$ cat config.mk
export PLATFORM = sky130hd
export DESIGN_NAME = serial_adder_flat
export DESIGN_NICKNAME = d
export VERILOG_FILES = /design/src/rtl/serial_adder_if.sv /design/src/rtl/serial_adder.sv /design/src/flat_wrapper.sv
export SDC_FILE = /design/constraint.sdc
export NUM_CORES = 1
export LEC_CHECK = 0
export ABC_AREA = 0
export BUFFER_PORTS_ARGS = -buffer_cell sky130_fd_sc_hd__buf_4
export CORE_UTILIZATION = 50
export CTS_BUF_LIST = sky130_fd_sc_hd__clkbuf_4
export DETAILED_ROUTE_END_ITERATION = 8
export PLACE_DENSITY = 0.76
export SLEW_MARGIN = 20
export SYNTH_ARGS = -nofsm -noshare
export SYNTH_HDL_FRONTEND = slang
export SYNTH_SLANG_ARGS = --single-unit
$ cat constraint.sdc
create_clock -name clk -period 1.6 [get_ports clk]
set_clock_uncertainty 0.15 [all_clocks]
set_input_delay 0.32 -clock clk [delete_from_list [all_inputs] [get_ports clk]]
set_output_delay 0.32 -clock clk [all_outputs]
set_load 0.01 [all_outputs]
$ cat src/rtl/serial_adder_if.sv
// Operand/result bundle for the bit-serial adder.
// The master drives the request side; the adder (slave) drives busy/done and the registered result.
interface serial_adder_if #(
    parameter int unsigned WIDTH = 8
);
    logic             start;
    logic [WIDTH-1:0] a;
    logic [WIDTH-1:0] b;
    logic             cin;
    logic             busy;
    logic             done;
    logic [WIDTH-1:0] s;
    logic             cout;
    logic             ovf;

    modport master (
        output start, a, b, cin,
        input  busy, done, s, cout, ovf
    );

    modport slave (
        input  start, a, b, cin,
        output busy, done, s, cout, ovf
    );
endinterface

$ cat src/rtl/serial_adder.sv
// Bit-serial WIDTH-bit adder: a single full-adder slice plus a carry flip-flop, LSB first.
// It processes one bit pair per clock and publishes S/COUT/OVF with a one-cycle DONE pulse.
module serial_adder #(
    parameter int unsigned WIDTH = 8
) (
    input logic           clk,
    input logic           rst_n,
    serial_adder_if.slave bus
);
    localparam int unsigned CntW = (WIDTH > 1) ? $clog2(WIDTH) : 1;

    typedef enum logic [0:0] {StIdle, StRun} state_e;

    state_e           state_q, state_d;
    logic [WIDTH-1:0] sa_q, sa_d;
    logic [WIDTH-1:0] sb_q, sb_d;
    logic [WIDTH-1:0] sr_q, sr_d;
    logic [WIDTH-1:0] s_q, s_d;
    logic [CntW-1:0]  cnt_q, cnt_d;
    logic             c_q, c_d;
    logic             cout_q, cout_d;
    logic             ovf_q, ovf_d;
    logic             done_q, done_d;
    logic             bit_s, bit_c;

    assign bit_s = sa_q[0] ^ sb_q[0] ^ c_q;
    assign bit_c = (sa_q[0] & sb_q[0]) | (sa_q[0] & c_q) | (sb_q[0] & c_q);

    always_comb begin
        state_d = state_q;
        sa_d    = sa_q;
        sb_d    = sb_q;
        sr_d    = sr_q;
        s_d     = s_q;
        cnt_d   = cnt_q;
        c_d     = c_q;
        cout_d  = cout_q;
        ovf_d   = ovf_q;
        done_d  = 1'b0;
        case (state_q)
            StIdle: begin
                if (bus.start) begin
                    sa_d    = bus.a;
                    sb_d    = bus.b;
                    c_d     = bus.cin;
                    cnt_d   = '0;
                    state_d = StRun;
                end
            end
            StRun: begin
                sa_d  = {1'b0, sa_q[WIDTH-1:1]};
                sb_d  = {1'b0, sb_q[WIDTH-1:1]};
                c_d   = bit_c;
                sr_d  = {bit_s, sr_q[WIDTH-1:1]};
                cnt_d = cnt_q + CntW'(1);
                if (cnt_q == CntW'(WIDTH - 1)) begin
                    // On the MSB edge c_q is the carry into the MSB.
                    s_d     = {bit_s, sr_q[WIDTH-1:1]};
                    cout_d  = bit_c;
                    ovf_d   = c_q ^ bit_c;
                    done_d  = 1'b1;
                    state_d = StIdle;
                end
            end
            default: state_d = StIdle;
        endcase
    end

    always_ff @(posedge clk or negedge rst_n) begin
        if (!rst_n) begin
            state_q <= StIdle;
            sa_q    <= '0;
            sb_q    <= '0;
            sr_q    <= '0;
            s_q     <= '0;
            cnt_q   <= '0;
            c_q     <= 1'b0;
            cout_q  <= 1'b0;
            ovf_q   <= 1'b0;
            done_q  <= 1'b0;
        end else begin
            state_q <= state_d;
            sa_q    <= sa_d;
            sb_q    <= sb_d;
            sr_q    <= sr_d;
            s_q     <= s_d;
            cnt_q   <= cnt_d;
            c_q     <= c_d;
            cout_q  <= cout_d;
            ovf_q   <= ovf_d;
            done_q  <= done_d;
        end
    end

    assign bus.busy = (state_q == StRun);
    assign bus.done = done_q;
    assign bus.s    = s_q;
    assign bus.cout = cout_q;
    assign bus.ovf  = ovf_q;
endmodule
$ cat src/flat_wrapper.sv
// flat-port wrapper written by rule: the top's interface ports become plain ports
module serial_adder_flat 
#(
    parameter int unsigned WIDTH = 8
)
  (clk, rst_n, bus_start, bus_a, bus_b, bus_cin, bus_busy, bus_done, bus_s, bus_cout, bus_ovf);
  serial_adder_if #(.WIDTH(WIDTH)) bus_i ();
  input logic clk;
  input logic rst_n;
  input wire logic [$bits(bus_i.start)-1:0] bus_start;
  input wire logic [$bits(bus_i.a)-1:0] bus_a;
  input wire logic [$bits(bus_i.b)-1:0] bus_b;
  input wire logic [$bits(bus_i.cin)-1:0] bus_cin;
  output wire logic [$bits(bus_i.busy)-1:0] bus_busy;
  output wire logic [$bits(bus_i.done)-1:0] bus_done;
  output wire logic [$bits(bus_i.s)-1:0] bus_s;
  output wire logic [$bits(bus_i.cout)-1:0] bus_cout;
  output wire logic [$bits(bus_i.ovf)-1:0] bus_ovf;
  assign bus_i.start = bus_start;
  assign bus_i.a = bus_a;
  assign bus_i.b = bus_b;
  assign bus_i.cin = bus_cin;
  assign bus_busy = bus_i.busy;
  assign bus_done = bus_i.done;
  assign bus_s = bus_i.s;
  assign bus_cout = bus_i.cout;
  assign bus_ovf = bus_i.ovf;
  serial_adder #(.WIDTH(WIDTH)) u_core (.clk(clk), .rst_n(rst_n), .bus(bus_i));
endmodule
# Yosys cells after proc, flatten, opt, wreduce, memory -nomap -nowiden
# Index checks and enable logic that the tools add are counted.
[word_totals]
register_bits = 40
latch_bits = 0
ramBits = 0
romBits = 0
input_bits = 20
out_inout_bits = 12
wordCells = 36
mem_count = 0
[classes]
addsub = 1
multipliers = 0
div_mod_pow = 0
magnitude_cmp = 0
n_eq_ne = 2
shift = 0
n_mux = 13
n_bitwise = 9
n_reduce_logical = 1
[ops]
columns = ["operator", "n"]
rows = [
  ["case mux 8 bit (2 select lines)", 2],
  ["two-way mux 8 bit", 2],
  ["case mux 3 bit (2 select lines)", 1],
  ["two-way mux 1 bit", 5],
  ["case mux 1 bit (2 select lines)", 2],
  ["adder 3 x 1 -> 3 bit (second input constant)", 1],
  ["bitwise AND 1 bit", 3],
  ["== test 3 bit (second input constant)", 1],
  ["two-way mux 3 bit", 1],
  ["XOR 1 bit", 3],
  ["inequality test 2 bit (second input constant)", 1],
  ["bitwise OR 1 bit", 2],
  ["AND reduction 2 bit", 1],
  ["inverter 1 bit", 1],
]

# Logic depth before layout (Yosys ltp)
# Gate-level depths: netlist of the first run.
[depth]
ltp_word = 4
ltp_mapped = 5
mapped_depth_nobuf = 4

# Worst setup path after synthesis of the first run
# Ideal clock, no wire load.
[synth_timing]
path_type = "reg-to-reg"
from = "register u_core.cnt_q[0]"
to = "register u_core.ovf_q, in the netlist u_core.bus.ovf"
setup_time_ps = 125
t_arrival_ps = 1286
required_ps = 1325
path_slack_ps = 39
path_stages_with_launch = 6
n_path_buf = 1
synth_period_minus_slack_ps = 1561
cell_sequence = "dfrtp_1 ha_1 ha_1 nand2_2 buf_6 mux2_4"
[synth_between]
elab_chain_cells = 2
[synth_rtl]
columns = ["element", "line_no", "source"]
rows = [
  ["start: declaration", "serial_adder.sv:19", "logic [CntW-1:0] cnt_q, cnt_d;"],
  ["start signal: assignment", "serial_adder.sv:87", "cnt_q <= cnt_d;"],
  ["== test 3 bit", "serial_adder.sv:56", "if (cnt_q == CntW'(WIDTH - 1)) begin"],
  ["AND reduction 2 bit (no source line)", "-", ""],
  ["end signal: assignment", "serial_adder.sv:90", "ovf_q <= ovf_d;"],
  ["end: declaration", "serial_adder.sv:22", "logic ovf_q, ovf_d;"],
]
# Every way passes these cells.
# A chain may end at the register's enable or synchronous reset.

# Final worst setup path of the first run
[layout_timing]
from = "register u_core.state_q, in the netlist u_core.bus.busy"
to = "output port bus_busy"
[layout_rtl]
columns = ["element", "line_no", "source"]
rows = [
  ["start: declaration", "serial_adder.sv:14", "state_e state_q, state_d;"],
  ["start signal: assignment", "serial_adder.sv:71", "state_q <= StIdle;"],
  ["start signal: assignment", "serial_adder.sv:82", "state_q <= state_d;"],
  ["end: declaration", "flat_wrapper.sv:14", "output wire logic [$bits(bus_i.busy)-1:0] bus_busy;"],
]
# No word-level cell between the ends.

==> impl_metrics.yaml, run 1 <==
run:
  drv_cap: 0
layout:
  fin_area_sq_um: 2116
  final_nets: 188
  drive_gt1_frac: 0.4217
  diodes: 0
  multi_input_area_sq_um: 658.1
  mostFrequentLayoutCells: "dfrtp_1, buf_4, mux2i_1"
  post-route-util: 0.6764
  area_delta_synth_final_pct: 25.45
  regArea_sq_um: 977.2
  fill_cells: 246
  layout_commonest_cell: "dfrtp_1"
pwr:
  p_per_area_nw_per_um2: 1771
  design_power_total_mw: 3.747
  ir_drop_uv: 756.8
  p_leak_nw: 1.097
timing:
  clock.fmax_mhz: 643.3
  fin_setup_tns_ps: 0
  fin_crit_ps: 1555
  post-route-period-util: 0.9716
  setup_violations: 0
  report.final.slew_viol_count: 0
  tightest_slew_ps: 473.4
  hold_viol_final: 0
  slew_headroom: 0.6844
placement:
  gp_congestion: 0.7073
  hpwl_mm: 1.808
  io_buffers: 31
  placed_area_sq_um: 1974
floorplan:
  die_w_um: 60.08
  start_util: 0.5392
  dieArea_sq_um: 3610
  io_pins: 32
  die_h_um: 60.08
  rows: 20
  core_area_sq_um: 3128
grt:
  antenna_found_initial: 0
  grt_pass1_wl_mm: 4.816
  grt_overflow_total: 0
  grt_use_total: 0.1911
  grt_pass1_vias: 1113
  grt_max_degree: 40
clock_network:
  cts.path.max_buffers: 2
  clkLatencyLatePin_ps: 340
  cts_tree: "yes"
  cts-buffers-inserted: 5
  cts_root_buffer: "clkbuf_4"
  h-tree-depth: 2
  clkTransAtPathRegs_ps: 110
  cts.sinks: 39
synthesis:
  synth_cell_type_count: 20
  syn_nets: 148
  ys_seq_elements: 39
  synth_area_sq_um: 1687
  ys_warn_count: 0
  avgSynthCellArea_sq_um: 13.49
  syn-instance-count: 125
  ys_seq_area_frac: 0.5786
worst_setup_path:
  path_max_fanout: 23
  worstSetupPathType: "reg -> out"
  endpoint_kind: "output port"
  crit_arrival_ps: 1080
  critPathRequiredTime_ps: 1130
  cp-start-kind: "register"
detailed_routing:
  ant_nets: 0
  drt-total-wl_mm: 2.846
  drtPass1Iterations: 7
  num_vias: 1075
  drt_iter0_drc: 22
  via_per_inst: 5.119
  wl_per_cell_um: 13.55
  drc: 0
run_status:
  status: "complete, no violations"
worst_hold_path:
  hold_class: "in -> reg"
[registers in the layout, indices dropped and copies added, names as in the netlist]
| signal | flops |
|---|---|
| u_core.cnt_q | 3 |
| u_core.bus.ovf | 1 |
| u_core.bus.done | 1 |
| u_core.sb_q | 8 |
| u_core.sr_q | 7 |
| u_core.sa_q | 8 |
| u_core.bus.s | 8 |
| u_core.c_q | 1 |
| u_core.bus.cout | 1 |
| u_core.bus.busy | 1 |
[power by group]
group          internal, mW  total (mW)  switching [mW]
sequential             1.39        1.66           0.262
combinational         0.981        1.58           0.600
clock                 0.205       0.511           0.305
total                  2.58        3.75            1.17
[stage by stage]
stage          hold slack [ps]  cells  setup slack [ps]
6_report                 73.52    210             45.46
5_1_grt                  58.01    210            -4.522
4_1_cts                  71.35    209             1.393
3_5_place_dp             168.8    198            -13.95
3_3_place_gp             157.3    198             33.30
2_1_floorplan           -125.6    125             38.78
[final timing paths]
path	endpoint	from	cells after the start	slack (ps)
max	bus_busy	u_core.bus.busy	2	50
min	u_core.sb_q[7]	bus_b[7]	3	70
max reg2reg	u_core.bus.s[4]	u_core.cnt_q[0]	5	50
min reg2reg	u_core.sa_q[6]	u_core.sa_q[7]	2	350
max in group asynchronous	u_core.bus.busy	rst_n	2	630
min in group asynchronous	u_core.bus.cout	rst_n	2	320
[synth_stat cells, drive strengths merged]
master	count	area, sq um
nand2	16	62.56
xor2	1	8.760
nor2	3	11.26
ha	2	25.02
mux2i	18	180.2
mux2	17	225.2
clkbuf	1	3.750
dfrtp	39	975.9
nand2b	1	6.260
a21oi	1	5.000
o21ai	15	75.07
a22o	2	17.52
inv	1	3.750
fa	1	20.02
buf	7	66.31
[logic make-up after synthesis]
family,share of synthesized area
AOI/OAI and AO/OA,0.05786
xor gates and xnor gates,0.005194
adders and majority gates,0.02670
buffers and inverters,0.04376
DFF,0.5786
muxes,0.2404
and+or+nand+nor,0.04748
[layer usage]
layer	wire length, um	global-route usage	part of all wire
met3	178	0.08658	0.063
met4	65	0.09635	0.023
met2	1338	0.2984	0.47
met1	1264	0.2211	0.44
met5	0	0	0
[critical path: stages, from the launching register on]
cell     delay, ps
dfrtp_2        440
buf_12         160
buf_4          140
[what timing repair did]
action,4_1_cts,5_1_grt
endpoints found under the setup margin,4,10
hold endpoints to repair,39,0
resized for setup,2,5
pin swaps,1,1
gates cloned,1,0
buffers inserted,1,1
hold buffers,1,0
[area by class of cell]
| cell class | instances | area share |
|---|---|---|
| Timing Repair Buffer | 41 | 0.1721 |
| Sequential cell | 39 | 0.4619 |
| Multi-Input combinational cell | 77 | 0.3111 |
| Clock inverter | 1 | 0.002365 |
| Inverter | 1 | 0.001774 |
| Tap cell | 44 | 0.02602 |
| Clock buffer | 7 | 0.02484 |
Note: power is estimated with default switching activity, not from simulation.
==> run 2: changes to the inputs <==
--- a/config.mk
+++ b/config.mk
@@ -11,6 +11,7 @@
 export CTS_BUF_LIST = sky130_fd_sc_hd__clkbuf_4
 export DETAILED_ROUTE_END_ITERATION = 8
 export PLACE_DENSITY = 0.76
+export REMOVE_ABC_BUFFERS = 1
 export SLEW_MARGIN = 20
 export SYNTH_ARGS = -nofsm -noshare
 export SYNTH_HDL_FRONTEND = slang
==> run 2 against run 1 <==
Via count grew 0.19%. Global-route usage is essentially flat. Highest routed layer unchanged. Largest cell class unchanged. Total power rose by 4.6%. Critical endpoint unchanged. Cell area up 3.0%. Sequential power is essentially flat. Critical path depth unchanged. Register-to-register slack hardly changed. Count of clock-buffer cells in the layout stayed put. Combinational power rose by 10%.
==> impl_metrics.yaml, run 2 (synthesis gave the netlist of run 1 again) <==
worst_hold_path:
  hold_class: "in -> reg"
  worstHoldStart: "bus_b[7]"
  whs_endpoint: "u_core.sb_q[7]"
  whs_path_depth: 3
worst_setup_path:
  rr_endpoint: "u_core.bus.s[4]"
  r2r_start: "u_core.cnt_q[1]"
  critPathRequiredTime_ps: 1130
  cp-start-kind: "register"
  crit_arrival_ps: 1100
  worst_path_largest_cell_delay_ps: 470
  crit_chain: "buf_12, buf_6"
  endpoint_kind: "output port"
  worstSetupPathType: "reg -> out"
  slowest_stage: "dfrtp_2"
  path_max_fanout: 12
  crit_family: "flip-flops"
  crit_cells: 2
  crit_buf_inv: 2
  r2r_setup_slack_ps: 40
  r2r_cells: 5
timing:
  setup_violations: 0
  post-route-period-util: 0.9786
  tightest_slew_ps: 481.4
  fin_crit_ps: 1566
  fin_hold_ws_ps: 77.13
  slew_headroom: 0.6791
  clock.fmax_mhz: 638.7
  report.final.slew_viol_count: 0
  hold_viol_final: 0
  fin_setup_tns_ps: 0
  worst_slack_ps: 34.26
floorplan:
  io_pins: 32
  dieArea_sq_um: 3610
  start_util: 0.5392
  core_area_sq_um: 3128
  die_w_um: 60.08
  rows: 20
  die_h_um: 60.08
detailed_routing:
  via_per_inst: 5.056
  ant_nets: 0
  drt-total-wl_mm: 3.123
  drtPass1Iterations: 2
  drc: 0
  drt_iter0_drc: 14
  wl_per_cell_um: 14.66
  num_vias: 1077
clock_network:
  cts.sinks: 39
  clkTransAtPathRegs_ps: 110
  cts.path.max_buffers: 2
  cts_root_buffer: "clkbuf_4"
  clkLatencyLatePin_ps: 340
  cts_tree: "yes"
  cts-buffers-inserted: 5
  h-tree-depth: 2
grt:
  top_usage_layer: "met2"
  antenna_found_initial: 0
  grt_pass1_wl_mm: 4.892
  grt_overflow_total: 0
  grt.met3_usage: 0.06494
  gr-usage-met2: 0.3143
  use_met1: 0.2277
  grt_pass1_vias: 1100
  grt_use_total: 0.1909
  grt_max_degree: 40
placement:
  io_buffers: 31
  gp_congestion: 0.6920
  hpwl_mm: 1.858
  place_ws_ps: -11.59
run_status:
  status: "complete, no violations"
pwr:
  p_leak_nw: 1.132
  ir_drop_uv: 753.6
  p_per_area_nw_per_um2: 1800
layout:
  mostFrequentLayoutCells: "dfrtp_1, buf_4, mux2i_1"
  final_nets: 191
  layout_commonest_cell: "dfrtp_1"
  area_delta_synth_final_pct: 29.15
  fill_cells: 236
  diodes: 0
  drive_gt1_frac: 0.4320
run:
  drv_cap: 0
-- run 2: cell count changes in the layout (fill, tap and decap cells not counted) --
cell       previous run  this run
buf_4                36        37
nand2_2               1         0
clkbuf_16             0         2
nand2_4               0         1
-- run 2: cell type report --
class / instances / area [sq um] / share of cell area
Sequential cell: 39 / 977.2 / 0.4486
Tap cell: 44 / 55.05 / 0.02527
Clock inverter: 1 / 5.005 / 0.002298
Inverter: 1 / 3.754 / 0.001723
Clock buffer: 7 / 52.55 / 0.02412
Timing Repair Buffer: 44 / 421.7 / 0.1936
Multi-Input combinational cell: 77 / 663.1 / 0.3044
-- run 2: tightest hold or removal path, stage by stage --
cell and delay, ps:
buf_4 70, mux2i_1 50, nor2_1 80
-- run 2: worst max path at each step --
stage                    startpoint               to  slack, ps
floorplan           u_core.bus.busy   u_core.bus.ovf       -470
global placement    u_core.cnt_q[0]  u_core.bus.cout         30
detailed placement  u_core.cnt_q[0]  u_core.bus.cout        -10
CTS                 u_core.cnt_q[1]  u_core.bus.cout          8
global route        u_core.bus.busy         bus_busy         -6
finish              u_core.bus.busy         bus_busy         30
-- run 2: through the flow --
| step | instance area (sq um) | cells | util | power (mW) |
|---|---|---|---|---|
| 6_report | 2178 | 213 | 0.6964 | 3.921 |
| 5_1_grt | 2178 | 213 | 0.6964 | 4.196 |
| 4_1_cts | 2085 | 208 | 0.6664 | 3.732 |
| 3_5_place_dp | 1967 | 197 | 0.6288 | 3.078 |
| 3_3_place_gp | 1967 | 197 | 0.6288 | 2.982 |
| 2_1_floorplan | 1617 | 117 | - | 2.476 |
-- run 2: power breakdown --
part	total (mW)	internal [mW]	switching, mW
combinational	1.74	1.10	0.645
sequential	1.67	1.39	0.279
clock	0.509	0.205	0.304
total	3.92	2.69	1.23
-- run 2: layer usage --
metal  vias up  part of all wire
met4         0             0.020
met3         8             0.049
met1       524              0.44
met2        31              0.49
li1        514                 -
met5         -                 0
-- run 2: repair_timing --
action	4_1_cts	5_1_grt
endpoints found under the hold margin	39	0
cloned	1	2
resized for setup	4	4
setup endpoints to repair	3	11
setup buffers	1	3
hold buffers	1	0
pin swaps	0	2
==> run 3: changes to the inputs <==
--- a/config.mk
+++ b/config.mk
@@ -7,10 +7,10 @@
 export LEC_CHECK = 0
 export ABC_AREA = 0
 export BUFFER_PORTS_ARGS = -buffer_cell sky130_fd_sc_hd__buf_4
-export CORE_UTILIZATION = 50
+export CORE_UTILIZATION = 45
 export CTS_BUF_LIST = sky130_fd_sc_hd__clkbuf_4
 export DETAILED_ROUTE_END_ITERATION = 8
-export PLACE_DENSITY = 0.76
+export PLACE_DENSITY = 0.7
 export REMOVE_ABC_BUFFERS = 1
 export SLEW_MARGIN = 20
 export SYNTH_ARGS = -nofsm -noshare
==> constraint.sdc (replaced) <==
create_clock -name clk -period 1.6 [get_ports clk]
set_clock_uncertainty 0.15 [all_clocks]
set_input_delay 0.08 -clock clk [delete_from_list [all_inputs] [get_ports clk]]
set_output_delay 0.08 -clock clk [all_outputs]
set_load 0.01 [all_outputs]
==> run 3 against run 2 <==
Non-clock buffer count up 14. Count of clock-buffer cells in the layout down 2. Critical path depth up 3. Global-route usage down 2.6 points. Combinational power down 10%. Maximum frequency down 0.14%. Worst setup slack worse by 2.3 ps. Cell area up 5.7%. Critical path type is now reg -> reg. Largest cell class unchanged.
==> impl_metrics.yaml, run 3 (synthesis gave the netlist of run 1 again) <==
worst_setup_path:
  slowest_stage: "dfrtp_1"
  r2r_cells: 5
  worstSetupPathType: "reg -> reg"
  rr_endpoint: "u_core.bus.cout"
  r2r_setup_slack_ps: 30
  worst_path_largest_cell_delay_ps: 410
  critPathRequiredTime_ps: 1700
  endpoint_kind: "register"
  r2r_start: "u_core.cnt_q[0]"
  path_max_fanout: 6
  crit_arrival_ps: 1670
  cp-start-kind: "register"
  crit_chain: "ha_2, ha_4, nand2_4, buf_12, mux2_2"
pwr:
  clkPwrFrac: 0.171
  p_per_area_nw_per_um2: 1686
  ir_drop_uv: 730.6
  comb_power_share: 0.403
  p_int_mw: 2.682
  power_frac_seq: 0.426
  switching_share: 0.3090
  p_leak_nw: 1.165
  switching_power_mw: 1.199
detailed_routing:
  drtPass1Iterations: 4
  via_per_inst: 4.900
  drt_iter0_drc: 48
  ant_nets: 0
  drt-total-wl_mm: 2.984
  wl_per_cell_um: 13.03
  num_vias: 1122
  drc: 0
grt:
  grt_pass1_vias: 1126
  antenna_found_initial: 0
  grt_max_degree: 46
  grt_pass1_wl_mm: 5.057
  grt_use_total: 0.1652
  grt_overflow_total: 0
clock_network:
  cts_tree: "yes"
  clkTransAtPathRegs_ps: 130
  cts_root_buffer: "clkbuf_4"
  h-tree-depth: 2
  clkLatencyLatePin_ps: 350
  cts.path.max_buffers: 2
  cts-buffers-inserted: 5
  cts.sinks: 39
worst_hold_path:
  hold_class: "in -> reg"
  whs_path_depth: 3
  whs_endpoint: "u_core.sa_q[7]"
  worstHoldStart: "bus_start"
floorplan:
  dieArea_sq_um: 3997
  die_h_um: 63.22
  start_util: 0.4863
  core_area_sq_um: 3468
  die_w_um: 63.22
  rows: 21
  io_pins: 32
timing:
  fin_hold_ws_ps: 43.34
  fin_crit_ps: 1568
  slew_headroom: 0.6832
  setup_violations: 0
  report.final.slew_viol_count: 0
  grt_setup_unrepaired: "yes"
  post-route-period-util: 0.9800
  clock.fmax_mhz: 637.8
  tightest_slew_ps: 475.2
  hold_viol_final: 0
layout:
  area_delta_synth_final_pct: 36.50
  drive_gt1_frac: 0.3716
  layout_commonest_cell: "dfrtp_1"
  fin_area_sq_um: 2302
  diodes: 0
  final_nets: 205
  mostFrequentLayoutCells: "dfrtp_1, buf_4, mux2i_1, dlygate4sd3_1"
placement:
  gp_congestion: 0.6651
  hpwl_mm: 1.791
  placed_area_sq_um: 1969
  io_buffers: 31
run:
  drv_cap: 0
run_status:
  status: "complete, no violations"
-- run 3: cell types whose count changed in the layout (fill, tap and decap cells not counted), sizes merged --
cell / change
bufbuf: -1
bufinv: +1
clkbuf: -4
dlygate4sd3: +17
inv: +1
-- run 3: how the worst max path moves through the flow --
stage	from	to	slack, ps
2_1_floorplan	u_core.bus.busy	u_core.bus.ovf	-470
3_3_place_gp	u_core.cnt_q[0]	u_core.bus.cout	30
3_5_place_dp	u_core.cnt_q[0]	u_core.bus.cout	-20
4_1_cts	u_core.cnt_q[0]	u_core.bus.cout	10
5_1_grt	u_core.cnt_q[0]	u_core.bus.cout	-7
6_report	u_core.cnt_q[0]	u_core.bus.cout	30
-- run 3: power by group through the flow --
stage	Combinational, mW	Clock (mW)	Sequential (mW)
final	1.56	0.663	1.65
after global routing	1.72	0.722	1.71
after CTS	1.52	0.682	1.65
after detailed placement	1.41	0	1.66
after global placement	1.35	0	1.64
after floorplan	0.727	0	1.75
-- run 3: metal layers --
layer,up-vias,part of all wire,global-route usage
li1,544,-,-
met1,544,0.45,0.1926
met2,31,0.49,0.2876
met3,3,0.049,0.05797
met4,0,0.0057,0.04261
met5,-,0,0
-- run 3: metrics by stage --
stage	power [mW]	TNS (ps)	setup slack [ps]	instances	utilization
final	3.881	0	32.00	229	0.6638
after global placement	2.990	0	27.32	199	0.5678
after floorplan	2.476	-5579	-465.9	117	-
after global routing	4.152	-6.678	-6.678	229	0.6638
after detailed placement	3.069	-20.94	-20.94	199	0.5678
after CTS	3.854	0	10.46	227	0.6558
-- run 3: critical path: cells and delay by family (launching register included) --
| family | cells | cell delay [ps] |
|---|---|---|
| buf+inv | 1 | 130 |
| mux | 1 | 330 |
| flops | 1 | 410 |
| simple gates | 1 | 90 |
| fa+ha+maj | 2 | 370 |
-- run 3: timing repair --
action | in CTS | in global routing
hold endpoints to repair | 56 | 0
pin swaps | 1 | 0
cloned | 1 | 0
resized for setup | 4 | 2
setup buffers | 1 | 2
setup endpoints to repair | 10 | 3
hold buffers | 18 | 0
-- run 3: area by class of cell --
cell class,count,area (sq um)
clock buffers,5,37.54
clock inverters,3,42.54
fillers,276,1166
inverters,1,3.754
multi-input cells,77,659.4
flip-flops and latches,39,975.9
well taps,46,57.56
repair buffers,58,525.5
